--- config.mk ---
export PLATFORM = sky130hd
export DESIGN_NAME = ex_rs
export DESIGN_NICKNAME = d
export VERILOG_FILES = /design/src/rtl/ex_rs_pkg.sv /design/src/rtl/rs_select.sv /design/src/rtl/ex_rs.sv
export SDC_FILE = /design/constraint.sdc
export NUM_CORES = 2
export LEC_CHECK = 0
export ABC_AREA = 1
export BUFFER_PORTS_ARGS = -buffer_cell sky130_fd_sc_hd__buf_2
export CAP_MARGIN = 20
export CORE_UTILIZATION = 30
export DETAILED_ROUTE_END_ITERATION = 7
export PLACE_DENSITY = 0.45
export SLEW_MARGIN = 10
export SYNTH_ARGS = -nofsm -noshare
export SYNTH_HDL_FRONTEND = slang
export SYNTH_SLANG_ARGS = --single-unit
--- constraint.sdc ---
create_clock -name clk -period 20.8 [get_ports clk]
set_input_delay 0 -clock clk [delete_from_list [all_inputs] [get_ports clk]]
set_output_delay 0 -clock clk [all_outputs]
set_load 0.02 [all_outputs]
--- src/rtl/ex_rs_pkg.sv ---
// rtl/ex_rs_pkg.sv - shared constants and entry layout for execution-side reservation stations
//
// Purpose: execution-unit codes, the "no dependency" tag value, op codes and
// the default reservation-station entry layout shared by every station.
// Ports: none (package).

package ex_rs_pkg;

  // Execution-unit codes carried on the dispatch ex_unit field.
  localparam int UNIT_ALU = 0;
  localparam int UNIT_MUL = 1;
  localparam int UNIT_LSU = 2;
  localparam int UNIT_BRU = 3;

  // Tag value meaning "operand value present, nothing to wait for".
  localparam int TAG_NONE = 0;

  // A few op codes used by the ALU station.
  localparam logic [5:0] OP_ADD = 6'd1;
  localparam logic [5:0] OP_SUB = 6'd2;
  localparam logic [5:0] OP_AND = 6'd3;
  localparam logic [5:0] OP_XOR = 6'd4;

  // Default-width entry layout for stations built with the standard widths.
  typedef struct packed {
    logic        valid;
    logic [5:0]  op;
    logic [31:0] val1;
    logic [3:0]  tag1;
    logic [31:0] val2;
    logic [3:0]  tag2;
    logic [3:0]  target;
    logic [31:0] pc_addr;
    logic [31:0] offset;
  } rs_entry_t;

endpackage

--- src/rtl/rs_select.sv ---
// rtl/rs_select.sv - lowest-index priority picker over a request vector
//
// Purpose: combinational priority select, lowest set bit wins.
// Ports:
//   req   in   N      request vector
//   grant out  N      one-hot grant (all zero when no request)
//   idx   out  IDX_W  index of the granted bit (0 when no request)

module rs_select #(
  parameter int N     = 4,
  parameter int IDX_W = (N > 1) ? $clog2(N) : 1
) (
  input  logic [N-1:0]     req,
  output logic [N-1:0]     grant,
  output logic [IDX_W-1:0] idx
);

  // Scan from the top down so the lowest requesting index is the last write.
  always_comb begin
    grant = '0;
    idx   = '0;
    for (int i = N - 1; i >= 0; i--) begin
      if (req[i]) begin
        grant    = '0;
        grant[i] = 1'b1;
        idx      = IDX_W'(i);
      end
    end
  end

endmodule

--- src/rtl/ex_rs.sv ---
// rtl/ex_rs.sv - reservation station on the receiving end of ID->EX dispatch
//
// Purpose: detects toggle-coded dispatch events for this unit, holds them in
// a small station, resolves operand tags from the CDB, and issues ready
// entries to the functional unit over a valid/ready handshake.
// Ports:
//   clk, rst                      clock, asynchronous active-high reset
//   in_ce                         dispatch toggle, each level change = one instruction
//   in_unit/in_op/in_val1/in_val2/in_tag1/in_tag2/in_target/in_pc_addr/in_offset
//                                 dispatched instruction fields
//   cdb_valid/cdb_tag/cdb_val     common data bus broadcast
//   flush                         squash all entries
//   rs_full                       every entry occupied
//   iss_valid/iss_ready           issue handshake
//   iss_op/iss_a/iss_b/iss_target/iss_pc/iss_offset  selected entry contents
//   err_overflow                  sticky: dispatch arrived while full

module ex_rs
  import ex_rs_pkg::*;
#(
  parameter int DEPTH   = 4,
  parameter int DATA_W  = 32,
  parameter int TAG_W   = 4,
  parameter int OP_W    = 6,
  parameter int ADDR_W  = 32,
  parameter int UNIT_W  = 3,
  parameter int MY_UNIT = UNIT_ALU
) (
  input  logic              clk,
  input  logic              rst,
  input  logic              in_ce,
  input  logic [UNIT_W-1:0] in_unit,
  input  logic [OP_W-1:0]   in_op,
  input  logic [DATA_W-1:0] in_val1,
  input  logic [DATA_W-1:0] in_val2,
  input  logic [TAG_W-1:0]  in_tag1,
  input  logic [TAG_W-1:0]  in_tag2,
  input  logic [TAG_W-1:0]  in_target,
  input  logic [ADDR_W-1:0] in_pc_addr,
  input  logic [ADDR_W-1:0] in_offset,
  input  logic              cdb_valid,
  input  logic [TAG_W-1:0]  cdb_tag,
  input  logic [DATA_W-1:0] cdb_val,
  input  logic              flush,
  output logic              rs_full,
  output logic              iss_valid,
  input  logic              iss_ready,
  output logic [OP_W-1:0]   iss_op,
  output logic [DATA_W-1:0] iss_a,
  output logic [DATA_W-1:0] iss_b,
  output logic [TAG_W-1:0]  iss_target,
  output logic [ADDR_W-1:0] iss_pc,
  output logic [ADDR_W-1:0] iss_offset,
  output logic              err_overflow
);

  localparam int IDX_W = (DEPTH > 1) ? $clog2(DEPTH) : 1;
  localparam logic [TAG_W-1:0] NO_TAG = TAG_W'(TAG_NONE);

  typedef struct packed {
    logic              valid;
    logic [OP_W-1:0]   op;
    logic [DATA_W-1:0] val1;
    logic [TAG_W-1:0]  tag1;
    logic [DATA_W-1:0] val2;
    logic [TAG_W-1:0]  tag2;
    logic [TAG_W-1:0]  target;
    logic [ADDR_W-1:0] pc_addr;
    logic [ADDR_W-1:0] offset;
  } entry_t;

  entry_t           ent [DEPTH];
  entry_t           new_ent;
  logic             last_ce;
  logic             err_q;
  logic             lock_q;
  logic [IDX_W-1:0] lock_idx;

  logic [DEPTH-1:0] valid_vec, ready_vec;
  logic [DEPTH-1:0] rdy_grant, free_grant;
  logic [IDX_W-1:0] rdy_idx, free_idx, sel_idx;
  logic             accept, fire;

  always_comb begin
    for (int i = 0; i < DEPTH; i++) begin
      valid_vec[i] = ent[i].valid;
      ready_vec[i] = ent[i].valid && (ent[i].tag1 == NO_TAG) && (ent[i].tag2 == NO_TAG);
    end
  end

  rs_select #(.N(DEPTH), .IDX_W(IDX_W)) u_pick_issue (
    .req   (ready_vec),
    .grant (rdy_grant),
    .idx   (rdy_idx)
  );

  // Allocation looks only at registered occupancy, so a slot freed by an
  // issue this cycle cannot be handed out until the next one.
  rs_select #(.N(DEPTH), .IDX_W(IDX_W)) u_pick_free (
    .req   (~valid_vec),
    .grant (free_grant),
    .idx   (free_idx)
  );

  // A stalled issue keeps its entry: the lock pins the selection so a
  // lower-index entry waking up cannot swap the presented instruction.
  assign sel_idx   = lock_q ? lock_idx : rdy_idx;
  assign iss_valid = (lock_q || (|rdy_grant)) && !flush;
  assign fire      = iss_valid && iss_ready;
  assign rs_full   = &valid_vec;
  assign err_overflow = err_q;

  assign accept = (in_ce != last_ce) && (in_unit == UNIT_W'(MY_UNIT)) && !flush;

  always_comb begin
    iss_op     = '0;
    iss_a      = '0;
    iss_b      = '0;
    iss_target = '0;
    iss_pc     = '0;
    iss_offset = '0;
    if (iss_valid) begin
      iss_op     = ent[sel_idx].op;
      iss_a      = ent[sel_idx].val1;
      iss_b      = ent[sel_idx].val2;
      iss_target = ent[sel_idx].target;
      iss_pc     = ent[sel_idx].pc_addr;
      iss_offset = ent[sel_idx].offset;
    end
  end

  // Incoming entry, with a same-cycle CDB match resolved on the way in.
  always_comb begin
    new_ent         = '0;
    new_ent.valid   = 1'b1;
    new_ent.op      = in_op;
    new_ent.val1    = in_val1;
    new_ent.tag1    = in_tag1;
    new_ent.val2    = in_val2;
    new_ent.tag2    = in_tag2;
    new_ent.target  = in_target;
    new_ent.pc_addr = in_pc_addr;
    new_ent.offset  = in_offset;
    if (cdb_valid && (in_tag1 != NO_TAG) && (in_tag1 == cdb_tag)) begin
      new_ent.val1 = cdb_val;
      new_ent.tag1 = NO_TAG;
    end
    if (cdb_valid && (in_tag2 != NO_TAG) && (in_tag2 == cdb_tag)) begin
      new_ent.val2 = cdb_val;
      new_ent.tag2 = NO_TAG;
    end
  end

  always_ff @(posedge clk or posedge rst) begin
    if (rst) begin
      for (int i = 0; i < DEPTH; i++) ent[i] <= '0;
      last_ce  <= 1'b0;
      err_q    <= 1'b0;
      lock_q   <= 1'b0;
      lock_idx <= '0;
    end else begin
      last_ce <= in_ce;
      if (flush) begin
        for (int i = 0; i < DEPTH; i++) ent[i].valid <= 1'b0;
        lock_q <= 1'b0;
      end else begin
        for (int i = 0; i < DEPTH; i++) begin
          if (ent[i].valid && cdb_valid) begin
            if ((ent[i].tag1 != NO_TAG) && (ent[i].tag1 == cdb_tag)) begin
              ent[i].val1 <= cdb_val;
              ent[i].tag1 <= NO_TAG;
            end
            if ((ent[i].tag2 != NO_TAG) && (ent[i].tag2 == cdb_tag)) begin
              ent[i].val2 <= cdb_val;
              ent[i].tag2 <= NO_TAG;
            end
          end
        end
        if (fire) begin
          ent[sel_idx].valid <= 1'b0;
          lock_q             <= 1'b0;
        end else if (iss_valid) begin
          lock_q   <= 1'b1;
          lock_idx <= sel_idx;
        end
        if (accept) begin
          if (~|free_grant) err_q <= 1'b1;
          else              ent[free_idx] <= new_ent;
        end
      end
    end
  end

endmodule

# --- Yosys cells after proc, flatten, opt, wreduce, memory -nomap -nowiden ---
# Cells that the tools add are included.
totals:
  regBits: 593
  in_bits: 191
  elab_cells: 179
  output_inout_bits: 141
classes:
  n_reduce_logical: 57
  order_cmp: 4
  n_mux: 61
  n_eq_ne: 11
  n_bitwise: 6
op_table:
  columns: ["cell", "count"]
  rows:
  - ["$mux W588", 4]
  - ["$bwmux W588", 2]
  - ["$demux W147 S2", 2]
  - ["$mux W72", 8]
  - ["$mux W36", 10]
  - ["$bmux W147 S2", 1]
  - ["$mux W147", 2]
  - ["$mux W146", 2]
  - ["$mux W32", 4]
  - ["$eq A4 B4 Y1", 10]
  - ["$reduce_bool A4 Y1", 10]
  - ["$mux W4", 9]
  - ["$logic_not A4 Y1", 8]
  - ["$logic_and A1 B1 Y1", 30]
  - ["$mux W2", 9]
  - ["$reduce_or A4 Y1", 2]
  - ["$mux W1", 7]
  - ["$ge A3 B3 Y1 const B", 2]
  - ["$lt A3 B1 Y1 const B", 2]
  - ["$mux W6", 1]
  - ["$not A2 Y3", 2]
  - ["$reduce_and A3 Y1", 2]
  - ["$not A4 Y4", 1]
  - ["$reduce_and A4 Y1", 1]
  - ["6 further kinds", 8]

# --- Depth between registers and ports, before layout ---
logic_depth:
  word_depth: 20
  ltp_mapped: 14
  ltp_nobuf: 13

# --- Hierarchy ---
# A second synthesis with hierarchy kept.
hier_totals:
  cells_unflattened: 4379
  area_unflattened_um2: 32751.4
by_module_without_submodules:
  columns: ["module", "cells_each", "n_inst", "area_per_inst_um2", "seq_area_each_um2"]
  rows:
  - ["ex_rs", 4349, 1, 32623.8, 14839.2]
  - ["rs_select", 15, 2, 63.8, 0.0]

# --- Worst setup path after synthesis ---
# Ideal clock, no wire load.
synth_path:
  path_type: "register to output"
  from: "register ent[104] in the netlist's numbering"
  to: "output iss_a[28]"
  stages_incl_launch_ff: 14
  t_arrival_ns: 1.846
  n_path_buf: 2
  required_ns: 20.800
  slack_ns: 18.954
  cell_sequence: "dfrtp_1 > nor2_1 > nand3_2 > nor2_1 > nand2_1 > nand2_1 > nand2_2 > nand2_4 > buf_6 > buf_2 > nand2_1 > nand2_1 > nand2_1 > a21oi_1"
synth_via:
  elab_chain_len: 13
  word_cells_on_any_way: 20
  cone_classes: "mux (13); bitwise (1); reduce/logical (6)"
synth_rtl:
  columns: ["element", "line", "text"]
  rows:
  - ["start: declaration", "ex_rs.sv:72", "entry_t ent [DEPTH];"]
  - ["start signal: indexed assignment", "ex_rs.sv:188", "else ent[free_idx] <= new_ent;"]
  - ["$logic_not A4 Y1 *", "ex_rs.sv:87", "ready_vec[i] = ent[i].valid && (ent[i].tag1 == NO_TAG) && (ent[i].tag2 == NO_TAG);"]
  - ["$logic_and A1 B1 Y1 * (2 in a row)", "ex_rs.sv:87", null]
  - ["$mux W2 (4 in a row)", "rs_select.sv:23", "if (req[i]) begin"]
  - ["$mux W2", "ex_rs.sv:107", "assign sel_idx = lock_q ? lock_idx : rdy_idx;"]
  - ["$not A2 Y3 (implied by the code)", "ex_rs.sv:124", "iss_a = ent[sel_idx].val1;"]
  - ["$bmux W147 S2", "ex_rs.sv:124", null]
  - ["$mux W146 (2 in a row)", null, null]
  - ["$mux W32 *", "ex_rs.sv:122", "if (iss_valid) begin"]
  - ["end: declaration", "ex_rs.sv:49", "output logic [DATA_W-1:0] iss_a,"]
# Every way passes the cells marked *; elsewhere a longest branch is shown, timed or not. The select of a mux whose other input is x is not followed.

# --- Worst setup path after layout ---
layout_path:
  from: "register ent[104] in the netlist's numbering"
  to: "output iss_b[1]"
layout_via:
  elab_chain_len: 13
  word_cells_on_any_way: 20
  cone_classes: "mux (13); bitwise (1); reduce/logical (6)"
layout_rtl:
  columns: ["element", "line", "text"]
  rows:
  - ["$logic_not A4 Y1 *", "ex_rs.sv:87", null]
  - ["$logic_and A1 B1 Y1 * (2 in a row)", "ex_rs.sv:87", null]
  - ["$mux W2 (4 in a row)", "rs_select.sv:23", null]
  - ["$mux W2", "ex_rs.sv:107", null]
  - ["$not A2 Y3 (implied by the code)", "ex_rs.sv:125", "iss_b = ent[sel_idx].val2;"]
  - ["$bmux W147 S2", "ex_rs.sv:125", null]
  - ["$mux W146 (2 in a row)", null, null]
  - ["$mux W32 *", "ex_rs.sv:122", null]
  - ["end: declaration", "ex_rs.sv:50", "output logic [DATA_W-1:0] iss_b,"]
# Marks and branches as above.

==> impl_metrics.env <==
export IMPL_synth_enable_flop_cells=0
export IMPL_clkLatencyLatePin_ns=0.68
export IMPL_peakVddDrop_mv=0.05601
export IMPL_count_of_standard_cell_rows=123
export IMPL_wl_met3_um=10660
export IMPL_timing_final_max_slew_violations=0
export IMPL_firstDrtPassIters=6
export IMPL_worst_setup_hold_path_clk_slew_ns=0.06
export IMPL_pwr_share_comb_pct=14.8
export IMPL_grt_use_total_pct=26.15
export IMPL_design_portCount=332
export IMPL_synth_fp_nets=5208
export IMPL_final_setup_tns_ns=0
export IMPL_synth_async_reset_ratio_pct=100.0
export IMPL_synthesized_cell_area_um2=34420
export IMPL_grt_setup_unrepaired="no"
export IMPL_timing_critical_path_to_type="output port"
export IMPL_regToRegSetupSlack_ns=16.03
export IMPL_synthesis_instances=5017
export IMPL_sw_frac_of_total_pct=29.73
export IMPL_area_delta_synth_final_pct=22.02
export IMPL_timing_max_cap_violations=0
export IMPL_p_int_w=0.002268
export IMPL_min_from="cdb_valid"
export IMPL_n_fill_cell=12220
export IMPL_ff2ff_path_depth=12
export IMPL_synthesis_area_per_instance_um2=6.862
export IMPL_drive_gt1_share_pct=10.11
export IMPL_finalHoldViolCount=0
export IMPL_synth_lib_cells_used_distinct=40
export IMPL_setup_viol_count_final=0
export IMPL_cts_tree="done"
export IMPL_die_area_um2=116100
export IMPL_cts_made_buffers=78
export IMPL_holdPathStages=6
export IMPL_fmax_mhz=185.7
export IMPL_post_route_drc_count=0
export IMPL_via_per_inst=5.260
export IMPL_crit_start="ent[104]$_DFFE_PP0N_"
export IMPL_cts_post_setup_buffers_inserted=0
export IMPL_hold_end="ent[509]$_DFFE_PP0N_"
export IMPL_r2r_end="ent[440]$_DFF_PP0_"
export IMPL_clk_sink_count=593
export IMPL_p_per_cell_area_nw_per_um2=76.83
export IMPL_crit_fanout=192
export IMPL_run_status="finished, final reports clean"
export IMPL_placed_cells=6507
export IMPL_clock_tree_buffer_depth=3
export IMPL_holdCritPathClass="primary input to flop"
export IMPL_tightest_slew_ns=1.165
export IMPL_antenna_found_initial=11
export IMPL_timing_max_slew_rel_slack_pct=22.35
export IMPL_ant_nets=0
export IMPL_wire_length_of_the_first_global_routing_pass_um=233200
export IMPL_drt_total_wl_um=153900
export IMPL_share_seq_of_total_power_pct=41.7
export IMPL_place_gp_congestion=0.8289
export IMPL_start_util_pct=30.43
export IMPL_core_region_area_um2=113100
export IMPL_cpMaxStageDelayCell="nand2_8"
export IMPL_die_width_um=340.7
export IMPL_yosys_most_used_dff="dfrtp_1"
export IMPL_power_static_leakage_nw=20.71
export IMPL_r2r_start="ent[104]$_DFFE_PP0N_"
export IMPL_crit_required_ns=20.80
export IMPL_cts_root_buffer="clkbuf_16"
export IMPL_dr_wl_met2_um=71330
export IMPL_ys_seq_area_share_pct=43.11
export IMPL_grt_pass1_vias=35900
export IMPL_finalCriticalPeriod_ns=5.384
export IMPL_final_period_utilization_pct=25.88
export IMPL_detailroute_via_count=36280
export IMPL_critical_path_n_buffers_inverters=2
export IMPL_cts_htree_levels=3
export IMPL_share_clk_of_total_power_pct=43.6
export IMPL_placement_io_buffers=331
export IMPL_cell_class_contributing_the_biggest_share_of_worst_path_delay="simple AND/OR/NAND/NOR gates"
export IMPL_layout_cells_non_filler=6898
export IMPL_critical_path_startpoint_type="flop"
export IMPL_worst_path_cell_chain="nor2_1 -> nand3_2 -> nor2_1 -> nand2_1 -> nand2_1 -> nand2_8 -> nand2_8 -> buf_12 -> nand2_1 -> nand2_1 -> nand2_1 -> a21oi_1 -> buf_2"
export IMPL_grt_max_degree=193
export IMPL_topRoutingLayerUsed="met5"
export IMPL_finalClockSkew_ns=0.03245
export IMPL_dpl_hpwl_um=86650
export IMPL_overflow=0
export IMPL_drtIter0Drc=2984
export IMPL_multiInputGateArea_um2=17340
export IMPL_worstPathArrival_ns=5.38
export IMPL_critical_path_most_common_cell="nand2_1"
export IMPL_synth_seq_cells=593
export IMPL_routedWlPerCell_um=22.31
export IMPL_nets=5524
export IMPL_setup_worst_path_class="flop to output port"
export IMPL_dieHeight_um=340.7
export IMPL_timing_critical_path_slowest_cell_delay_ns=0.83
export IMPL_met1Wirelength_um=66380
export IMPL_count_of_warnings_emitted_by_yosys=0
export IMPL_netSwitchingPower_w=0.0009593
export IMPL_sequential_cell_area_um2=14840
-- cell type report --
| cell class | count | area share [%] |
|---|---|---|
| clock inverters | 15 | 0.6643 |
| repair buffers | 632 | 11.00 |
| clock buffers | 123 | 5.669 |
| flip-flops and latches | 593 | 35.33 |
| well taps | 1500 | 4.468 |
| diodes | 7 | 0.04170 |
| multi-input cells | 3863 | 41.28 |
| inverters | 165 | 1.552 |
-- metrics by stage --
stage | power [W] | worst slack [ns] | hold slack (ns) | util, % | instance area, µm²
2_1_floorplan | 0.001651 | 4.204 | 0.03143 | - | 34420
3_3_place_gp | 0.001806 | 15.66 | 0.1392 | 32.56 | 36830
3_5_place_dp | 0.001809 | 16.05 | 0.1447 | 32.58 | 36850
4_1_cts | 0.003264 | 15.35 | 0.03175 | 37.10 | 41970
5_1_grt | 0.003385 | 14.96 | 0.1274 | 37.13 | 41990
6_report | 0.003227 | 15.42 | 0.09882 | 37.13 | 42000
-- power groups by stage --
stage | clock network [W] | registers (W) | logic, W
final | 0.00141 | 0.00134 | 0.000477
after floorplan | 0 | 0.00134 | 0.000307
after detailed placement | 0 | 0.00136 | 0.000446
after CTS | 0.00144 | 0.00134 | 0.000481
after global placement | 0 | 0.00136 | 0.000446
after global routing | 0.00148 | 0.00136 | 0.000543
-- worst max-delay path by stage --
stage	endpoint	slack [ns]	cells after the start
floorplan	ent[0]$_DFFE_PP0P_	4.20	1
global placement	iss_b[1]	15.66	13
detailed placement	iss_b[1]	16.05	13
CTS	iss_b[1]	15.35	13
global route	iss_b[1]	14.96	13
finish	iss_b[1]	15.42	13
-- flip-flops by register name, summed over array words and instances, names as in the netlist --
name          flops
lock_q            1
last_ce           1
err_overflow      1
ent             588
lock_idx          2
-- logic make-up after synthesis --
family,count (synthesis),synth area share (%)
AOI/OAI and AO/OA,654,10.38
xor gates and xnor gates,21,0.5343
and+or+nand+nor,3188,39.10
DFF,593,43.11
buffers and inverters,561,6.880
-- synth_stat cells (2+ instances only) --
| cell | number | area, µm² |
|---|---|---|
| a21oi_1 | 178 | 890.9 |
| a31oi_1 | 2 | 12.51 |
| buf_1 | 33 | 123.9 |
| buf_2 | 128 | 640.6 |
| buf_4 | 25 | 187.7 |
| clkbuf_1 | 208 | 780.8 |
| dfrtp_1 | 593 | 14840 |
| inv_1 | 155 | 581.8 |
| inv_2 | 9 | 33.78 |
| nand2_1 | 2088 | 7838 |
| nand2_2 | 3 | 18.77 |
| nand3_1 | 963 | 4820 |
| nand3_2 | 5 | 50.05 |
| nand4_1 | 72 | 450.4 |
| nor2_1 | 39 | 146.4 |
| nor3_1 | 8 | 40.04 |
| o211ai_1 | 98 | 735.7 |
| o21ai_0 | 227 | 1136 |
| o21ai_1 | 118 | 590.6 |
| o221ai_1 | 2 | 17.52 |
| o22ai_1 | 25 | 156.4 |
| xnor2_1 | 6 | 52.55 |
| xor2_1 | 15 | 131.4 |
-- tightest hold or removal path, delay by kind of cell --
kind            cells  cell delay, ns
simple gates        3            0.35
buf+inv             2            0.29
compound gates      1            0.07
-- timing repair --
action | in CTS | in global routing
endpoints found under the hold margin | 672 | 0
gates resized for setup | 0 | 0
hold buffers | 245 | 0
-- cell usage in the layout (no fill, tap or decap), drive strengths merged --
| cell type | count |
|---|---|
| and3 | 1 |
| o211ai | 98 |
| o21bai | 1 |
| diode | 7 |
| a21oi | 179 |
| or2 | 1 |
| nand4 | 73 |
| nand3 | 968 |
| bufinv | 2 |
| nor2 | 41 |
| dfrtp | 593 |
| a31o | 1 |
| nor4 | 1 |
| o22ai | 25 |
| nor3b | 1 |
| o21ai | 346 |
| clkinv | 14 |
| nand3b | 1 |
| nand2 | 2092 |
| xnor2 | 6 |
| nor3 | 9 |
| dlygate4sd3 | 245 |
| xor2 | 15 |
| o221ai | 2 |
| a31oi | 2 |
| clkbuf | 124 |
| buf | 386 |
| inv | 164 |
-- layer usage --
| layer | vias to the layer above | track usage, % |
|---|---|---|
| li1 | 17230 | - |
| met3 | 245 | 5.186 |
| met4 | 10 | 9.221 |
| met1 | 17560 | 34.21 |
| met2 | 1247 | 42.78 |
| met5 | - | 0 |
(Power assumes the default switching activity.)
